==> src/rtl/clk_meas_pkg.sv <==
// Shared constants and state encoding for the clock frequency meter.
package clk_meas_pkg;

    typedef enum logic [1:0] {
        StIdle    = 2'd0,
        StArm     = 2'd1,
        StMeasure = 2'd2,
        StDone    = 2'd3
    } meas_state_e;

    localparam int unsigned DEF_GATE_CYCLES = 50_000_000;
    localparam int unsigned DEF_CNT_WIDTH   = 32;
    localparam int unsigned SYNC_STAGES     = 2;

endpackage

==> src/rtl/bit_sync.sv <==
// Generic multi-flop synchronizer for a single asynchronous bit.
module bit_sync
    import clk_meas_pkg::*;
#(
    parameter int unsigned STAGES = SYNC_STAGES
) (
    input  logic clk,
    input  logic reset_n,
    input  logic d,
    output logic q
);

    logic [STAGES-1:0] sync_q;

    always_ff @(posedge clk or negedge reset_n) begin
        if (!reset_n) begin
            sync_q <= '0;
        end else begin
            sync_q <= {sync_q[STAGES-2:0], d};
        end
    end

    assign q = sync_q[STAGES-1];

endmodule

==> src/rtl/clk_freq_meter.sv <==
// Counts rising edges of meas_clk over a fixed window of clk cycles and
// publishes the count (with a saturation flag) once per window.
module clk_freq_meter
    import clk_meas_pkg::*;
#(
    parameter int unsigned GATE_CYCLES = DEF_GATE_CYCLES,
    parameter int unsigned CNT_WIDTH   = DEF_CNT_WIDTH
) (
    input  logic                 clk,
    input  logic                 reset_n,
    input  logic                 meas_clk,
    input  logic                 start,
    input  logic                 cont,
    output logic                 busy,
    output logic                 done,
    output logic [CNT_WIDTH-1:0] edge_count,
    output logic                 overflow
);

    localparam int unsigned WIN_WIDTH = $clog2(GATE_CYCLES + 1);
    localparam logic [WIN_WIDTH-1:0] WIN_LAST = WIN_WIDTH'(GATE_CYCLES - 1);
    localparam logic [CNT_WIDTH-1:0] CNT_MAX  = '1;

    meas_state_e          state_q;
    logic [WIN_WIDTH-1:0] win_q;
    logic [CNT_WIDTH-1:0] work_q;
    logic [CNT_WIDTH-1:0] work_d;
    logic                 sat_q;
    logic                 sat_d;
    logic                 sync_q;
    logic                 hist_q;
    logic                 edge_pulse;

    bit_sync #(
        .STAGES (SYNC_STAGES)
    ) u_meas_sync (
        .clk     (clk),
        .reset_n (reset_n),
        .d       (meas_clk),
        .q       (sync_q)
    );

    always_ff @(posedge clk or negedge reset_n) begin
        if (!reset_n) begin
            hist_q <= 1'b0;
        end else begin
            hist_q <= sync_q;
        end
    end

    assign edge_pulse = sync_q & ~hist_q;

    // Counter sticks at its maximum; an edge arriving there raises the flag.
    always_comb begin
        work_d = work_q;
        sat_d  = sat_q;
        if (edge_pulse) begin
            if (work_q == CNT_MAX) begin
                sat_d = 1'b1;
            end else begin
                work_d = work_q + CNT_WIDTH'(1);
            end
        end
    end

    always_ff @(posedge clk or negedge reset_n) begin
        if (!reset_n) begin
            state_q    <= StIdle;
            win_q      <= '0;
            work_q     <= '0;
            sat_q      <= 1'b0;
            busy       <= 1'b0;
            done       <= 1'b0;
            edge_count <= '0;
            overflow   <= 1'b0;
        end else begin
            done <= 1'b0;
            case (state_q)
                StIdle: begin
                    if (start) begin
                        state_q <= StArm;
                        busy    <= 1'b1;
                    end
                end
                StArm: begin
                    win_q   <= '0;
                    work_q  <= '0;
                    sat_q   <= 1'b0;
                    state_q <= StMeasure;
                end
                StMeasure: begin
                    work_q <= work_d;
                    sat_q  <= sat_d;
                    win_q  <= win_q + WIN_WIDTH'(1);
                    // Results are loaded on entry so they are valid during DONE.
                    if (win_q == WIN_LAST) begin
                        state_q    <= StDone;
                        busy       <= 1'b0;
                        done       <= 1'b1;
                        edge_count <= work_d;
                        overflow   <= sat_d;
                    end
                end
                StDone: begin
                    if (cont || start) begin
                        state_q <= StArm;
                        busy    <= 1'b1;
                    end else begin
                        state_q <= StIdle;
                    end
                end
                default: begin
                    state_q <= StIdle;
                    busy    <= 1'b0;
                end
            endcase
        end
    end

endmodule
==> config.mk <==
export PLATFORM = sky130hd
export DESIGN_NAME = clk_freq_meter
export DESIGN_NICKNAME = d
export VERILOG_FILES = /design/src/rtl/clk_meas_pkg.sv /design/src/rtl/bit_sync.sv /design/src/rtl/clk_freq_meter.sv
export SDC_FILE = /design/constraint.sdc
export NUM_CORES = 1
export LEC_CHECK = 0
export BUFFER_PORTS_ARGS = -buffer_cell sky130_fd_sc_hd__buf_2
export CORE_UTILIZATION = 48
export CTS_BUF_LIST = sky130_fd_sc_hd__clkbuf_4 sky130_fd_sc_hd__clkbuf_8
export DETAILED_ROUTE_END_ITERATION = 8
export GPL_TIMING_DRIVEN = 0
export PLACE_DENSITY = 0.66
export SLEW_MARGIN = 20
export SYNTH_ARGS = -nofsm -noshare
export SYNTH_HDL_FRONTEND = slang
export SYNTH_SLANG_ARGS = --single-unit
==> constraint.sdc <==
create_clock -name clk -period 2.5 [get_ports clk]
set_input_delay 0.5 -clock clk [delete_from_list [all_inputs] [get_ports clk]]
set_output_delay 0.5 -clock clk [all_outputs]
set_load 0.005 [all_outputs]
==> results of run 1 <==
[state kept, by name, summed over array words and instances (netlist names)]
name                cells
busy                    1
u_meas_sync.sync_q      2
hist_q                  1
state_q                 2
overflow                1
done                    1
edge_count             32
work_q                 32
win_q                  26
sat_q                   1
[final cells by class]
type	instances	share of cell area, %
Sequential cell	99	37.7
Timing Repair Buffer	47	4.29
Multi-Input combinational cell	464	47.0
Clock inverter	4	1.49
Inverter	20	1.14
Clock buffer	11	2.31
Buffer	39	3.28
Tap cell	143	2.73
[cell usage after synthesis, types with 3 or more instances]
cell type and instances:
mux2_2 3, nor3_1 7, nor4_4 4, o22ai_1 3
a311o_1 4, and4_1 8, and2_1 4, xor2_1 8
nand4_1 18, nor2_1 59, o211ai_1 15, dfrtp_1 99
nor4_1 7, a31oi_1 27, buf_2 14, o311ai_1 3
o221ai_1 4, buf_6 3, nor3_2 3, o21ai_1 4
or3_1 22, nand3_1 47, o21ai_0 21, inv_1 20
nor2b_1 7, clkbuf_1 22, nand2_1 39, a21oi_1 15
o311ai_0 12, and3_1 9, ha_1 6, nand2b_1 19
xnor2_1 19, o31ai_1 12, or4_1 18
[per-stage QoR]
step           hold slack, ps  instance area (um^2)  utilization, %  setup slack, ps  TNS (ps)
2_1_floorplan             204                  5790               -              396         0
3_3_place_gp              335                  6170            53.3             -388    -27000
3_5_place_dp              344                  6200            53.6             -467    -15670
4_1_cts                  23.1                  6470            55.9             2.48         0
5_1_grt                  32.9                  6560            56.8             10.7         0
6_report                 22.7                  6560            56.8              139         0
[timing repair]
| item | in CTS | in global routing |
|---|---|---|
| cloned | 0 | 0 |
| resized for setup | 6 | 21 |
| setup buffers | 2 | 5 |
| pin swaps | 1 | 3 |
| endpoints found under the setup margin | 58 | 57 |
[where the power goes]
part	internal, uW	total [uW]	leakage (uW)	switching, uW
sequential	1630	1670	0.00135	35.5
clock	714	1280	0.000122	565
combinational	64.6	181	0.00134	116
total	2410	3130	0.00282	717
[per-layer routing]
metal  wire length (um)  up-vias  global-route usage [%]
met5                  0        -                       0
li1                   -     2448                       -
met4                421        0                    9.82
met2               6900      203                    39.0
met1               7210     2539                    37.7
met3               1140       41                    6.53
[cell families after synthesis]
| kind of cell | Yosys count |
|---|---|
| AO/OA/AOI/OAI | 133 |
| AND/OR/NAND/NOR | 294 |
| multiplexers | 4 |
| XOR/XNOR | 27 |
| adder cells (fa/ha/maj) | 6 |
| buffers and inverters | 61 |
| flip-flops | 99 |
[worst max-delay path: cells and delay by family (launching register included)]
kind                     cells  cell delay [ps]
AND/OR/NAND/NOR              2              770
AO/OA/AOI/OAI                2              520
flip-flops                   1              420
multiplexers                 1              300
adder cells (fa/ha/maj)      1              260
[path summary, 6_finish.rpt]
kind	cells after the start	to	slack (ps)	startpoint
min in group clk	1	u_meas_sync.sync_q[0]	220	meas_clk
setup / recovery	6	state_q[1]	140	win_q[0]
hold / removal	1	edge_count[13]	20	reset_n
setup reg to reg	6	state_q[1]	140	win_q[0]
max in group asynchronous	2	edge_count[26]	1850	reset_n
hold reg to reg	0	u_meas_sync.sync_q[1]	360	u_meas_sync.sync_q[0]
==> impl_metrics.csv, run 1 <==
group,metric,value,unit
power_and_ir_drop,power,3130,uW
sta,finalMaxSlewViolations,0,
route,drc,4,
final_layout,fill_cells,1034,
floorplan,die_w,112,um
yosys,synth_compound_area_share,15.7,%
yosys,syn_inst,624,
yosys,synth_seq_cells,99,
yosys,syn-num-nets,635,
yosys,avgSynthCellArea,9.28,um^2
worst_setup_path,crit_arrival,2640,ps
worst_setup_path,path_cells,"ha_2 -> nand3_1 -> or4_1 -> o21ai_0 -> o21ai_0 -> mux2_2",
worst_hold_path,hp-class,"input port to asynchronous set/reset pin",
yosys,synth_top_family_by_area,"simple AND/OR/NAND/NOR gates",
grt,grt_max_degree,60,
sta,final.period_utilization,94.4,%
worst_setup_path,cpMostUsedCell,"o21ai_0",
final_layout,antenna_cells,0,
placed_design,port_buffers,39,
job,maxCapViolCount,0,
yosys,synth-edff-count,0,
clock_network,cts_tree,"done",
floorplan,die_area,12500,um^2
final_layout,drive_above_1_share,17.8,%
route,drt_wl_total,15700,um
grt,gr-total-overflow,0,
yosys,synthFlopType,"dfrtp_1",
clock_network,root_buffer,"clkbuf_8",
yosys,ys_warn_count,0,
placed_design,place_congestion,0.925,
yosys,synth_top_cells_by_area,"dfrtp_1 (43%), nand3_1 (4.1%), nor2_1 (3.8%)",
sta,max_slew_margin,59.5,%
final_layout,fin_cells,827,
final_layout,layout_commonest_cell,"dfrtp_1",
sta,fmax,424,MHz
final_layout,seqCellArea,2480,um^2
yosys,synthAdderAreaFrac,1.30,%
sta,fin_worst_skew,11.4,ps
clock_network,clkTransAtPathRegs,100,ps
worst_setup_path,path_class,"register to register",
final_layout,final_cell_mix,"dfrtp_1 (99), nor2_1 (59), buf_2 (49)",
final_layout,final_nets,691,
yosys,synth_top_cell_by_area,"dfrtp_1",
sta,hold_viol,0,
route,routedWlPerCell,19.0,um
floorplan,core,11600,um^2
yosys,synth_top_area_share,42.8,%
final_layout,multi_input_area,3090,um^2
worst_setup_path,crit_path_start_kind,"register",
clock_network,postCtsHoldBufs,0,
floorplan,io_pins,40,
clock_network,insertion_delay,380,ps
route,avgViaCountPerCell,6.33,
final_layout,areaGrowthSynthToFinish,13.3,%
sta,rsz0062_at_grt,"no",
placed_design,hpwlAfterDp,10900,um
outcome,status,"finished, violations left",
route,routed-via-count,5231,
clock_network,clock_path_buffers,2,
clock_network,htree_levels,3,
sta,finalSetupViolCount,0,
yosys,synth_area,5790,um^2
worst_setup_path,crit_fanout,5,
power_and_ir_drop,irDropWorstVdd,0.485,mV
yosys,async_reset_ff_share,100,%
power_and_ir_drop,powerDensity,476,nW/um^2
placed_design,numPlacedInstances,807,
grt,grt_pass1_vias,4940,
yosys,synth_cell_type_count,65,
floorplan,die_h,112,um
yosys,synth_mux_area_share,0.756,%
worst_setup_path,cp.required,2780,ps
yosys,synthXorXnorAreaFrac,4.08,%
outcome,violations,"design-rule violations",
yosys,yosys.area_share.simple,30.6,%
sta,worstMarginPinSlew,607,ps
worst_setup_path,critPathMaxStageDelay,620,ps
floorplan,fp-row-count,39,
route,drt-pass1-iter-count,7,
floorplan,start_util,50.1,%
grt,gr-usage-all-layers,26.5,%
worst_setup_path,endpoint_kind,"register",
sta,min_period,2360,ps
worst_setup_path,critPathSlowestCell,"or4_1",
yosys,synth-seq-area-share,42.8,%
clock_network,cts_sinks,99,
clock_network,numCtsBuffers,9,
power_and_ir_drop,p_leak,0.00282,uW
grt,antenna_found_initial,0,
grt,grt_first_pass_wirelength,25900,um
route,ant_nets,0,
route,dr.first_iter.drc_count,489,
Power figures use the tool's default switching activity.
==> run 2, diff against run 1 <==
CAP_MARGIN = 25   (was default)
RECOVER_POWER = 50   (was default)
==> run 2 against run 1 <==
Against the previous run: non-clock buffer count did not move; the flow finishes with violations (design-rule violations, max-capacitance violations, max-slew violations); hold slack improved by 190 ps; fmax increased by 0.53%; die area unchanged; worst setup slack better by 12 ps; cell count unchanged; global-route usage did not move.
==> impl_metrics.csv, run 2 (synthesized netlist as in run 1, its figures left out) <==
group,metric,value,unit
clock_network,cts_tree,"done",
sta,rsz0062_at_grt,"no",
power_and_ir_drop,internal_power,2410,uW
route,routedWlPerCell,19.0,um
clock_network,root_buffer,"clkbuf_8",
worst_setup_path,crit_path_start_kind,"register",
grt,gr-total-overflow,0,
sta,finalMaxSlewViolations,42,
final_layout,drive_above_1_share,17.1,%
worst_hold_path,hp-start,"meas_clk",
power_and_ir_drop,p_switching,719,uW
sta,fin_worst_skew,10.4,ps
clock_network,postCtsHoldBufs,0,
worst_setup_path,worstReg2RegStart,"state_q[0]",
clock_network,htree_levels,3,
route,drc,4,
worst_hold_path,hp-class,"input port to register",
route,avgViaCountPerCell,6.27,
clock_network,clock_path_buffers,2,
final_layout,fin_cells,827,
sta,holdWs,216,ps
worst_setup_path,endpoint_kind,"register",
sta,finalSetupViolCount,0,
grt,grt_max_degree,60,
floorplan,core,11600,um^2
placed_design,numPlacedInstances,807,
floorplan,io_pins,40,
grt,antenna_found_initial,0,
worst_setup_path,cp.required,2760,ps
power_and_ir_drop,pwr-share-seq,53.3,%
power_and_ir_drop,powerDensity,478,nW/um^2
grt,gr-usage-all-layers,26.5,%
clock_network,numCtsBuffers,9,
route,ant_nets,0,
route,drt-pass1-iter-count,6,
sta,max_slew_margin,-23.7,%
sta,worstMarginPinSlew,1860,ps
final_layout,final_cell_mix,"dfrtp_1 (99), nor2_1 (59), nand3_1 (46)",
floorplan,die_h,112,um
job,maxCapViolCount,1,
power_and_ir_drop,power.share.clock,41.0,%
final_layout,layout_commonest_cell,"dfrtp_1",
floorplan,die_area,12500,um^2
sta,hold_viol,0,
placed_design,port_buffers,39,
power_and_ir_drop,p_sw_share,23.0,%
grt,grt_pass1_vias,4940,
sta,fmax,426,MHz
power_and_ir_drop,irDropWorstVdd,0.484,mV
final_layout,top_regs,"edge_count x32, work_q x32, win_q x26",
route,dr.first_iter.drc_count,495,
worst_setup_path,crit_arrival,2610,ps
route,drt_wl_total,15700,um
clock_network,clkTransAtPathRegs,90,ps
clock_network,insertion_delay,380,ps
final_layout,seqCellArea,2480,um^2
clock_network,cts_sinks,99,
sta,min_period,2350,ps
final_layout,areaGrowthSynthToFinish,12.9,%
final_layout,multi_input_area,3090,um^2
final_layout,final_nets,691,
floorplan,start_util,50.1,%
outcome,violations,"design-rule violations, max-capacitance violations, max-slew violations",
power_and_ir_drop,power,3130,uW
worst_setup_path,crit_fanout,10,
worst_setup_path,startpoint,"state_q[0]",
route,routed-via-count,5183,
placed_design,place_congestion,0.925,
sta,final.period_utilization,93.9,%
power_and_ir_drop,comb_power_share,5.7,%
final_layout,fill_cells,1040,
placed_design,hpwlAfterDp,10900,um
outcome,status,"finished, violations left",
grt,grt_first_pass_wirelength,25900,um
power_and_ir_drop,p_leak,0.00279,uW
floorplan,die_w,112,um
final_layout,antenna_cells,0,
worst_setup_path,path_class,"register to register",
floorplan,fp-row-count,39,
-- run 2: worst max-delay path, stage by stage (launching register included) --
cell and delay, ps:
dfrtp_1 430, inv_1 100, ha_2 410, and4_1 210, clkbuf_1 200, nand3_2 260
nor4_1 400, xnor2_1 160, nor2_1 60
-- run 2: metrics by stage --
| step | utilization, % | setup WS [ps] | TNS (ps) | instance area, um^2 |
|---|---|---|---|---|
| final | 56.6 | 151 | 0 | 6540 |
| after global routing | 56.6 | 10.7 | 0 | 6540 |
| after CTS | 55.9 | 2.48 | 0 | 6470 |
| after detailed placement | 53.6 | -467 | -15670 | 6200 |
| after global placement | 53.3 | -388 | -27000 | 6170 |
| after floorplan | - | 396 | 0 | 5790 |
-- run 2: per-layer routing --
metal / GRT usage (%) / up-vias / part of all wire [%]
met3: 6.53 / 37 / 6.8
met4: 9.82 / 0 / 2.5
met2: 39.0 / 188 / 44
met5: 0 / - / 0
met1: 37.7 / 2513 / 46
li1: - / 2445 / -
-- run 2: worst paths after layout --
| path | endpoint | slack [ps] | depth (start not counted) |
|---|---|---|---|
| setup / recovery | win_q[22] | 150 | 8 |
| hold / removal | u_meas_sync.sync_q[0] | 220 | 1 |
| setup reg to reg | win_q[22] | 150 | 8 |
| hold reg to reg | u_meas_sync.sync_q[1] | 360 | 0 |
| max in group asynchronous | edge_count[26] | 420 | 2 |
| min in group asynchronous | edge_count[13] | 750 | 1 |
-- run 2: cell type report --
type                       instances  share of cell area, %
timing repair buffer              47                   3.94
sequential                        99                   37.9
clock buffer                      11                   2.31
tap                              143                   2.74
buffer                            39                   3.29
multi-input combinational        464                   47.2
clock inverter                     4                   1.49
inverter                          20                   1.15
-- run 2: power by group through the flow --
stage          Sequential (uW)  Combinational [uW]  Clock (uW)
2_1_floorplan             1690                 115           0
3_3_place_gp              1700                 172           0
3_5_place_dp              1700                 181           0
4_1_cts                   1670                 183        1310
5_1_grt                   1670                 205        1360
6_report                  1670                 177        1280
-- run 2: repair_timing --
| item | in CTS | in global routing |
|---|---|---|
| pin swaps | 1 | 3 |
| gates resized for setup | 6 | 21 |
| endpoints found under the setup margin | 58 | 57 |
| setup buffers | 2 | 5 |
